$ cat src/rtl/proc_seq.sv
// proc_seq: instruction sequencer. Fetches over a req/ack program-memory port, and owns the PC
// and the return-address stack. JMP/JZ/JNZ/CALL/RET/HALT are resolved locally. Every other
// opcode is issued to the execute unit over a valid/ready handshake.
// Optional build macro PROC_SEQ_STEP_EN: adds a 'step' input. Each step pulse releases one
// instruction fetch. Without the macro the sequencer free-runs.
module proc_seq #(
  parameter int unsigned PC_WIDTH      = 8,
  parameter int unsigned OPCODE_WIDTH  = 6,
  parameter int unsigned OPERAND_WIDTH = 8,
  parameter int unsigned STACK_DEPTH   = 8,
  parameter logic [PC_WIDTH-1:0]     RESET_VECTOR = '0,
  parameter logic [OPCODE_WIDTH-1:0] OP_JMP  = OPCODE_WIDTH'(6'h30),
  parameter logic [OPCODE_WIDTH-1:0] OP_JZ   = OPCODE_WIDTH'(6'h31),
  parameter logic [OPCODE_WIDTH-1:0] OP_JNZ  = OPCODE_WIDTH'(6'h32),
  parameter logic [OPCODE_WIDTH-1:0] OP_CALL = OPCODE_WIDTH'(6'h33),
  parameter logic [OPCODE_WIDTH-1:0] OP_RET  = OPCODE_WIDTH'(6'h34),
  parameter logic [OPCODE_WIDTH-1:0] OP_HALT = OPCODE_WIDTH'(6'h3F)
) (
  input  logic                                  clk,
  input  logic                                  rst,
`ifdef PROC_SEQ_STEP_EN
  input  logic                                  step,
`endif
  output logic [PC_WIDTH-1:0]                   imem_addr,
  output logic                                  imem_req,
  input  logic                                  imem_ack,
  input  logic [OPCODE_WIDTH+OPERAND_WIDTH-1:0] imem_data,
  input  logic                                  zero_flag,
  output logic                                  ex_valid,
  input  logic                                  ex_ready,
  output logic [OPCODE_WIDTH-1:0]               ex_op,
  output logic [OPERAND_WIDTH-1:0]              ex_operand,
  output logic [$clog2(STACK_DEPTH+1)-1:0]      stack_level,
  output logic                                  halted,
  output logic                                  stack_overflow,
  output logic                                  stack_underflow
);

  localparam int unsigned IW          = OPCODE_WIDTH + OPERAND_WIDTH;
  localparam int unsigned SP_W        = $clog2(STACK_DEPTH + 1);
  localparam int unsigned IDX_W       = (STACK_DEPTH > 1) ? $clog2(STACK_DEPTH) : 1;
  localparam int unsigned STACK_SLOTS = 1 << IDX_W;
  localparam logic [SP_W-1:0] SP_FULL = SP_W'(STACK_DEPTH);

  typedef enum logic [1:0] {
    S_FETCH  = 2'd0,
    S_DECODE = 2'd1,
    S_ISSUE  = 2'd2,
    S_HALT   = 2'd3
  } state_t;

  state_t                     state_q, state_d;
  logic [PC_WIDTH-1:0]        pc_q, pc_d;
  logic [SP_W-1:0]            sp_q, sp_d;
  logic [IW-1:0]              instr_q, instr_d;
  logic [OPCODE_WIDTH-1:0]    ex_op_q, ex_op_d;
  logic [OPERAND_WIDTH-1:0]   ex_operand_q, ex_operand_d;
  logic                       ovf_q, ovf_d;
  logic                       unf_q, unf_d;
  logic                       req_q, req_d;
  logic                       valid_q, valid_d;
  logic                       halted_q, halted_d;
  logic                       fetch_go_d;
  logic                       push_en;

  logic [PC_WIDTH-1:0]        stack_mem [STACK_SLOTS];

  logic [OPCODE_WIDTH-1:0]    dec_op;
  logic [OPERAND_WIDTH-1:0]   dec_operand;
  logic [PC_WIDTH-1:0]        target;
  logic [PC_WIDTH-1:0]        pc_inc;
  logic [IDX_W-1:0]           push_idx;
  logic [IDX_W-1:0]           top_idx;
  logic                       fetch_done;

  // Instruction field split and PC/stack helpers (PC+1 wraps silently)
  assign dec_op      = instr_q[IW-1:OPERAND_WIDTH];
  assign dec_operand = instr_q[OPERAND_WIDTH-1:0];
  assign target      = PC_WIDTH'(dec_operand);
  assign pc_inc      = pc_q + 1'b1;
  assign push_idx    = IDX_W'(sp_q);
  assign top_idx     = IDX_W'(sp_q - 1'b1);
  assign fetch_done  = (state_q == S_FETCH) && req_q && imem_ack;

`ifdef PROC_SEQ_STEP_EN
  logic pend_q, pend_d;

  // A step pulse is held pending until a fetch consumes it
  always_comb begin
    pend_d = pend_q;
    if (fetch_done) pend_d = 1'b0;
    if (step)       pend_d = 1'b1;
    fetch_go_d = pend_d;
  end

  // Pending step register; reset drops any pulse seen before it
  always_ff @(posedge clk) begin
    if (rst) pend_q <= 1'b0;
    else     pend_q <= pend_d;
  end
`else
  // Free-running: FETCH always requests
  always_comb begin
    fetch_go_d = 1'b1;
  end
`endif

  // Next-state, PC, stack pointer and issue-payload logic
  always_comb begin
    state_d      = state_q;
    pc_d         = pc_q;
    sp_d         = sp_q;
    instr_d      = instr_q;
    ex_op_d      = ex_op_q;
    ex_operand_d = ex_operand_q;
    ovf_d        = ovf_q;
    unf_d        = unf_q;
    push_en      = 1'b0;

    unique case (state_q)
      S_FETCH: begin
        if (fetch_done) begin
          instr_d = imem_data;
          state_d = S_DECODE;
        end
      end
      S_DECODE: begin
        state_d = S_FETCH;
        case (dec_op)
          OP_JMP:  pc_d = target;
          OP_JZ:   pc_d = zero_flag ? target : pc_inc;
          OP_JNZ:  pc_d = zero_flag ? pc_inc : target;
          OP_CALL: begin
            if (sp_q != SP_FULL) begin
              push_en = 1'b1;
              sp_d    = sp_q + 1'b1;
              pc_d    = target;
            end else begin
              ovf_d   = 1'b1;
              state_d = S_HALT;
            end
          end
          OP_RET: begin
            if (sp_q != '0) begin
              sp_d = sp_q - 1'b1;
              pc_d = stack_mem[top_idx];
            end else begin
              unf_d   = 1'b1;
              state_d = S_HALT;
            end
          end
          OP_HALT: state_d = S_HALT;
          default: begin
            ex_op_d      = dec_op;
            ex_operand_d = dec_operand;
            state_d      = S_ISSUE;
          end
        endcase
      end
      S_ISSUE: begin
        if (valid_q && ex_ready) begin
          pc_d    = pc_inc;
          state_d = S_FETCH;
        end
      end
      S_HALT:  state_d = S_HALT;
      default: state_d = S_FETCH;
    endcase

    req_d    = (state_d == S_FETCH) && fetch_go_d;
    valid_d  = (state_d == S_ISSUE);
    halted_d = (state_d == S_HALT);
  end

  // State and registered-output flops; reset dominates all other inputs
  always_ff @(posedge clk) begin
    if (rst) begin
      state_q      <= S_FETCH;
      pc_q         <= RESET_VECTOR;
      sp_q         <= '0;
      instr_q      <= '0;
      ex_op_q      <= '0;
      ex_operand_q <= '0;
      ovf_q        <= 1'b0;
      unf_q        <= 1'b0;
      req_q        <= 1'b0;
      valid_q      <= 1'b0;
      halted_q     <= 1'b0;
    end else begin
      state_q      <= state_d;
      pc_q         <= pc_d;
      sp_q         <= sp_d;
      instr_q      <= instr_d;
      ex_op_q      <= ex_op_d;
      ex_operand_q <= ex_operand_d;
      ovf_q        <= ovf_d;
      unf_q        <= unf_d;
      req_q        <= req_d;
      valid_q      <= valid_d;
      halted_q     <= halted_d;
    end
  end

  // Return-address stack storage; entries are only written by an accepted CALL
  always_ff @(posedge clk) begin
    if (!rst && push_en) stack_mem[push_idx] <= pc_inc;
  end

  assign imem_addr       = pc_q;
  assign imem_req        = req_q;
  assign ex_valid        = valid_q;
  assign ex_op           = ex_op_q;
  assign ex_operand      = ex_operand_q;
  assign stack_level     = sp_q;
  assign halted          = halted_q;
  assign stack_overflow  = ovf_q;
  assign stack_underflow = unf_q;

endmodule

$ cat config.mk
export PLATFORM = sky130hd
export DESIGN_NAME = proc_seq
export DESIGN_NICKNAME = d
export VERILOG_FILES = /design/src/rtl/proc_seq.sv
export SDC_FILE = /design/constraint.sdc
export NUM_CORES = 1
export LEC_CHECK = 0
export ABC_AREA = 1
export BUFFER_PORTS_ARGS = -buffer_cell sky130_fd_sc_hd__buf_2
export CORE_ASPECT_RATIO = 0.9
export CORE_UTILIZATION = 64
export DETAILED_ROUTE_END_ITERATION = 8
export GPL_ROUTABILITY_DRIVEN = 0
export MAX_ROUTING_LAYER = met4
export PLACE_DENSITY = 0.85
export SLEW_MARGIN = 20
export SYNTH_ARGS = -nofsm -noshare
export SYNTH_HDL_FRONTEND = slang
export SYNTH_SLANG_ARGS = --single-unit
$ cat constraint.sdc
create_clock -name clk -period 8.15 [get_ports clk]
set_input_delay 2.0375 -clock clk [delete_from_list [all_inputs] [get_ports clk]]
set_output_delay 2.0375 -clock clk [all_outputs]
set_load 0.01 [all_outputs]
==> results.sh, run 1 <==
export IMPL_outcome="finished clean"
export IMPL_worst_path_max_delay_cell="nor3_1"
export IMPL_cp_top_family="simple AND/OR/NAND/NOR gates"
export IMPL_crit_start="rst"
export IMPL_ys_seq_area_share_pct=54.53
export IMPL_utilization_pct=73.67
export IMPL_met2_length_mm=5.678
export IMPL_drtAntennaViolNets=0
export IMPL_ir_drop_v=0.0001760
export IMPL_syn_nets=659
export IMPL_whs_path_depth=2
export IMPL_regToRegSetupSlack_ns=4.85
export IMPL_syn_area_per_cell_sq_um=8.320
export IMPL_synth_edf_count=64
export IMPL_path_max_fanout=30
export IMPL_layout_setup_ws_ns=4.388
export IMPL_rsz0062_at_grt="no"
export IMPL_ys_types=31
export IMPL_syn_to_final_growth_pct=8.508
export IMPL_clk_path_buf_depth=2
export IMPL_place_ws_ns=3.933
export IMPL_critPathArrivalTime_ns=3.76
export IMPL_dp_cells=753
export IMPL_die_w_um=97.47
export IMPL_rr_endpoint="imem_addr[3]"
export IMPL_top_layer="met4"
export IMPL_hold_path_startpoint="ex_operand[4]"
export IMPL_cts_buffers=9
export IMPL_die_height_um=87.93
export IMPL_max_cap_violations=0
export IMPL_hp_class="flop to flop"
export IMPL_path_cells="buf_2, nor4_2, nand2_1, nor3_1"
export IMPL_numPortBuffers=49
export IMPL_seqCellArea_sq_mm=0.002863
export IMPL_r2r_cells=12
export IMPL_path_buf_inv=1
export IMPL_start_util_pct=67.90
export IMPL_wl_mm=12.46
export IMPL_cts_tree="yes"
export IMPL_wl_per_cell_um=16.20
export IMPL_powerDensity_mw_per_mm2=242.0
export IMPL_yosys_warnings=0
export IMPL_required_ns=8.15
export IMPL_synthCells=631
export IMPL_fillerInstances=598
export IMPL_path_class="input pin to flop"
export IMPL_fmax_ghz=0.2658
export IMPL_hold_viol_final=0
export IMPL_clk_pin_slew_ns=0.10
export IMPL_num_nets_final=696
export IMPL_reg2reg_from="stack_level[0]"
export IMPL_via_per_inst=5.753
export IMPL_finalCritPeriodShare_pct=46.16
export IMPL_syn_cell_area_sq_mm=0.005250
export IMPL_grt_pass1_wl_mm=19.57
export IMPL_h_tree_depth=3
export IMPL_post_cts_setup_buffers=0
export IMPL_synth_area_leaders="edfxtp_1 (37%), dfxtp_1 (18%), nand2_1 (9.9%), nor2_1 (6.5%), a21oi_1 (5.2%)"
export IMPL_m1WireLength_mm=5.306
export IMPL_tightest_slew_ns=0.9807
export IMPL_cpPeakStageDelay_ns=0.79
export IMPL_cp_start_kind="input pin"
export IMPL_final_cell_count_no_fill=769
export IMPL_core_sq_mm=0.007732
export IMPL_cts_repair_resized=0
export IMPL_slew_violations=0
export IMPL_ys_ff_latch=111
export IMPL_synth_top_cell_area_share_pct=36.61
export IMPL_insertion_delay_ns=0.37
export IMPL_setup_violations_final=0
export IMPL_ios=50
export IMPL_min_to="ex_operand[4]"
export IMPL_post_route_min_period_ns=3.762
export IMPL_grt_use_total_pct=30.58
export IMPL_synthArstFlopShare_pct=0
export IMPL_rows=30
export IMPL_max_slew_margin_pct=34.11
export IMPL_grt_pass1_vias=3986
export IMPL_wl_met3_mm=1.285
export IMPL_hold_buffers=0
export IMPL_finClkSkew_ns=0.01117
export IMPL_clock_sinks=111
export IMPL_hpwl_mm=8.712
export IMPL_overflow=0
export IMPL_multiInputGateArea_sq_mm=0.002076
export IMPL_num_vias=4424
export IMPL_synth_top_flop_cell="edfxtp_1"
export IMPL_n_antenna_cell=0
export IMPL_cts_root_buf="clkbuf_8"
export IMPL_synth_largest_area_cell="edfxtp_1"
export IMPL_leakagePower_nw=2.326
export IMPL_die_area_sq_mm=0.008570
export IMPL_end_kind="flop"
export IMPL_drtPass1Iterations=6
export IMPL_setup_tns_ns=0
export IMPL_drive_gt1_share_pct=12.63
export IMPL_drt_first_iter_violations=473
export IMPL_antenna_found_initial=0
export IMPL_drc=0
export IMPL_grt_max_degree=40
export IMPL_holdWs_ns=0.4643
==> state kept, by name, indices dropped and copies added, names as in the netlist, 2 cells and up <==
register	count
ex_op	6
state_q	2
instr_q	14
stack_mem	64
imem_addr	8
ex_operand	8
stack_level	4
==> worst min-delay path: stages, from the launching register on <==
cell	delay, ns
dfxtp_1	0.32
nand2_1	0.06
a21oi_1	0.05
==> where the power goes <==
| part | switching, W | internal (W) | total, W |
|---|---|---|---|
| Clock | 0.000183 | 0.000115 | 0.000298 |
| Combinational | 0.000273 | 0.000113 | 0.000386 |
| Sequential | 0.0000370 | 0.000657 | 0.000694 |
| Total | 0.000494 | 0.000885 | 0.00138 |
==> metrics by stage <==
step                total power, W  instance area, sq um
detailed placement        0.001083                  5517
floorplan                0.0009688                  5250
CTS                       0.001372                  5692
global placement          0.001069                  5517
finish                    0.001378                  5697
global route              0.001446                  5697
==> logic make-up (layout without fill, tap and decap cells) <==
kind of cell | Yosys count | count (layout) | synth area share (%)
and+or+nand+nor | 312 | 312 | 25.36
xor gates and xnor gates | 3 | 3 | 0.5006
buffers and inverters | 79 | 121 | 6.029
adders and majority gates | 9 | 9 | 2.145
DFF | 111 | 111 | 54.53
AOI/OAI and AO/OA | 117 | 117 | 11.44
==> area by class of cell <==
class	instances	area share, %
clock buffer	11	2.306
clock inverter	5	0.7687
inverter	54	3.558
multi-input combinational	441	36.44
sequential	111	50.25
tap	96	2.108
timing repair buffer	51	4.568
==> Yosys cell counts (2+ instances only) <==
master    instances
nand2_1         138
nor2_1           91
edfxtp_1         64
a21oi_1          55
o21ai_0          54
inv_1            49
dfxtp_1          47
nand3_1          47
nor3_1           15
clkbuf_1         12
buf_2            10
ha_1              9
nor2_2            7
nand4_1           5
inv_2             4
a211oi_1          3
o211ai_1          3
buf_1             2
nand3_2           2
o21ai_1           2
xnor2_1           2
==> worst max-delay path by stage <==
stage,endpoint,depth (start not counted)
2_1_floorplan,stack_mem[4][0],3
3_3_place_gp,stack_mem[2][5],4
3_5_place_dp,stack_mem[2][5],4
4_1_cts,stack_mem[2][1],4
5_1_grt,stack_mem[4][0],4
6_report,stack_mem[4][7],4
==> placed cells by master, fill, tap and decap left out, types with 3 or more instances in the layout <==
cell	n
nand2_1	138
nor2_1	91
edfxtp_1	64
a21oi_1	55
o21ai_0	54
inv_1	49
buf_2	49
nand3_1	47
dfxtp_1	47
nor3_1	14
ha_1	9
clkbuf_8	9
nor2_2	7
nand4_1	5
inv_2	4
a211oi_1	3
o211ai_1	3
==> metal layers <==
layer | global-route usage [%] | vias up
li1 | - | 2170
met2 | 46.66 | 226
met5 | - | -
met3 | 6.784 | 24
met4 | 7.888 | 0
met1 | 41.87 | 2004
(Power assumes the default switching activity.)
==> inputs of run 2 (changes only) <==
--- a/config.mk
+++ b/config.mk
@@ -8,11 +8,11 @@
 export ABC_AREA = 1
 export BUFFER_PORTS_ARGS = -buffer_cell sky130_fd_sc_hd__buf_2
 export CORE_ASPECT_RATIO = 0.9
-export CORE_UTILIZATION = 64
+export CORE_UTILIZATION = 53
 export DETAILED_ROUTE_END_ITERATION = 8
 export GPL_ROUTABILITY_DRIVEN = 0
 export MAX_ROUTING_LAYER = met4
-export PLACE_DENSITY = 0.85
+export PLACE_DENSITY = 0.75
 export SLEW_MARGIN = 20
 export SYNTH_ARGS = -nofsm -noshare
 export SYNTH_HDL_FRONTEND = slang
==> constraint.sdc (replaced) <==
create_clock -name clk -period 3.2 [get_ports clk]
set_input_delay 0.8 -clock clk [delete_from_list [all_inputs] [get_ports clk]]
set_output_delay 0.8 -clock clk [all_outputs]
set_load 0.01 [all_outputs]
==> run 2 against run 1 <==
  * Cell count up 5.2%
  * Utilization shrank 13 points
  * Critical endpoint is now stack_mem[1][3]
  * Critical path type is now flop to flop
  * Sequential power rose to 2.6 times the previous value
  * First-iteration DRC count fell by 2.5%
  * Global-route usage is 2.6 points lower
  * Die area rose by 20%
  * Highest routed layer unchanged
  * Register-to-register slack worse by 4.1 ns
==> results.sh, run 2 (synthesis gave the netlist of run 1 again) <==
export IMPL_wl_per_cell_um=16.35
export IMPL_wl_mm=13.23
export IMPL_cts_tree="yes"
export IMPL_cts_buffers=9
export IMPL_drt_first_iter_violations=461
export IMPL_final_common_cell="nand2_1"
export IMPL_grt_pass1_wl_mm=21.13
export IMPL_finish_instance_area_sq_mm=0.005839
export IMPL_clk_pin_slew_ns=0.11
export IMPL_seqCellArea_sq_mm=0.002863
export IMPL_start_util_pct=54.37
export IMPL_largest_reg_flops=64
export IMPL_insertion_delay_ns=0.38
export IMPL_clk_path_buf_depth=2
export IMPL_max_slew_margin_pct=49.97
export IMPL_final_cell_mix="nand2_1 (138), nor2_1 (91), edfxtp_1 (64)"
export IMPL_drive_gt1_share_pct=14.06
export IMPL_h_tree_depth=3
export IMPL_die_area_sq_mm=0.01031
export IMPL_post_cts_setup_buffers=0
export IMPL_drtAntennaViolNets=0
export IMPL_max_cap_violations=0
export IMPL_antenna_found_initial=0
export IMPL_drc=0
export IMPL_leakagePower_nw=2.410
export IMPL_end_kind="flop"
export IMPL_path_class="flop to flop"
export IMPL_hp_class="flop to flop"
export IMPL_numPortBuffers=49
export IMPL_powerDensity_mw_per_mm2=627.8
export IMPL_wl_met3_mm=1.269
export IMPL_grt_pass1_vias=4157
export IMPL_met2_length_mm=5.849
export IMPL_ir_drop_v=0.0004302
export IMPL_report_power_total_w=0.003666
export IMPL_m1WireLength_mm=5.917
export IMPL_fillerInstances=856
export IMPL_top_regs="stack_mem: 64 flops, instr_q: 14 flops"
export IMPL_overflow=0
export IMPL_cts_repair_resized=0
export IMPL_setup_tns_ns=0
export IMPL_hold_viol_final=0
export IMPL_rsz0062_at_grt="no"
export IMPL_crit_start="stack_level[1]"
export IMPL_core_sq_mm=0.009657
export IMPL_cts_root_buf="clkbuf_8"
export IMPL_post_route_min_period_ns=2.460
export IMPL_top_layer="met4"
export IMPL_rows=34
export IMPL_final_cell_count_no_fill=809
export IMPL_num_nets_final=706
export IMPL_drtPass1Iterations=5
export IMPL_clock_sinks=111
export IMPL_n_antenna_cell=0
export IMPL_cp_start_kind="flop"
export IMPL_reg2reg_from="stack_level[1]"
export IMPL_grt_use_total_pct=28.00
export IMPL_slew_violations=0
export IMPL_finClkSkew_ns=0.01503
export IMPL_dp_cells=793
export IMPL_tightest_slew_ns=0.7477
export IMPL_die_height_um=96.42
export IMPL_critPathArrivalTime_ns=2.48
export IMPL_multiInputGateArea_sq_mm=0.002071
export IMPL_fmax_ghz=0.4064
export IMPL_finalCritPeriodShare_pct=76.89
export IMPL_outcome="finished clean"
export IMPL_num_vias=4519
export IMPL_via_per_inst=5.586
export IMPL_dpl_instance_area_sq_mm=0.005629
export IMPL_required_ns=3.22
export IMPL_syn_to_final_growth_pct=11.22
export IMPL_setup_violations_final=0
export IMPL_die_w_um=106.9
export IMPL_path_max_fanout=8
export IMPL_hpwl_mm=9.351
export IMPL_hold_buffers=0
export IMPL_largest_register="stack_mem"
export IMPL_ios=50
export IMPL_hold_path_startpoint="ex_operand[0]"
export IMPL_grt_max_degree=39
## run 2: path summary, 6_finish.rpt
check / endpoint / slack [ns] / depth (start not counted)
max: stack_mem[1][3] / 0.74 / 7
min: ex_operand[0] / 0.47 / 2
min reg2reg: ex_operand[0] / 0.47 / 2
max reg2reg: stack_mem[1][3] / 0.74 / 7
## run 2: power by group
| part | total, W | switching (W) | internal [W] |
|---|---|---|---|
| clock network | 0.000878 | 0.000496 | 0.000382 |
| logic | 0.00102 | 0.000712 | 0.000304 |
| registers | 0.00177 | 0.0000991 | 0.00167 |
## run 2: critical path, stage by stage (launching register included)
cell	delay, ns
dfxtp_1	0.47
inv_1	0.17
ha_1	0.22
nand2_1	0.07
nor2_1	0.07
nor4_2	0.35
nand2_1	0.16
nor2_1	0.60
## run 2: per-layer routing
| layer | vias to the layer above | track usage [%] |
|---|---|---|
| met4 | 0 | 6.735 |
| met2 | 203 | 42.20 |
| met1 | 2103 | 38.66 |
| met5 | - | - |
| met3 | 20 | 6.304 |
| li1 | 2193 | - |
## run 2: through the flow
step | utilization (%) | setup slack [ns] | hold WS [ns]
after global placement | 58.29 | 0.8599 | 0.4373
after floorplan | - | 0.4974 | 0.4617
after global routing | 60.47 | 0.5224 | 0.4877
after detailed placement | 58.29 | 0.7869 | 0.4519
final | 60.47 | 0.7396 | 0.4675
after CTS | 60.47 | 0.7622 | 0.4693
## run 2: area by class of cell
class	instances	area share [%]
Inverter	54	3.471
Clock inverter	6	1.050
Timing Repair Buffer	61	5.742
Clock buffer	10	2.550
Multi-Input combinational cell	441	35.46
Sequential cell	111	49.03
Tap cell	126	2.700
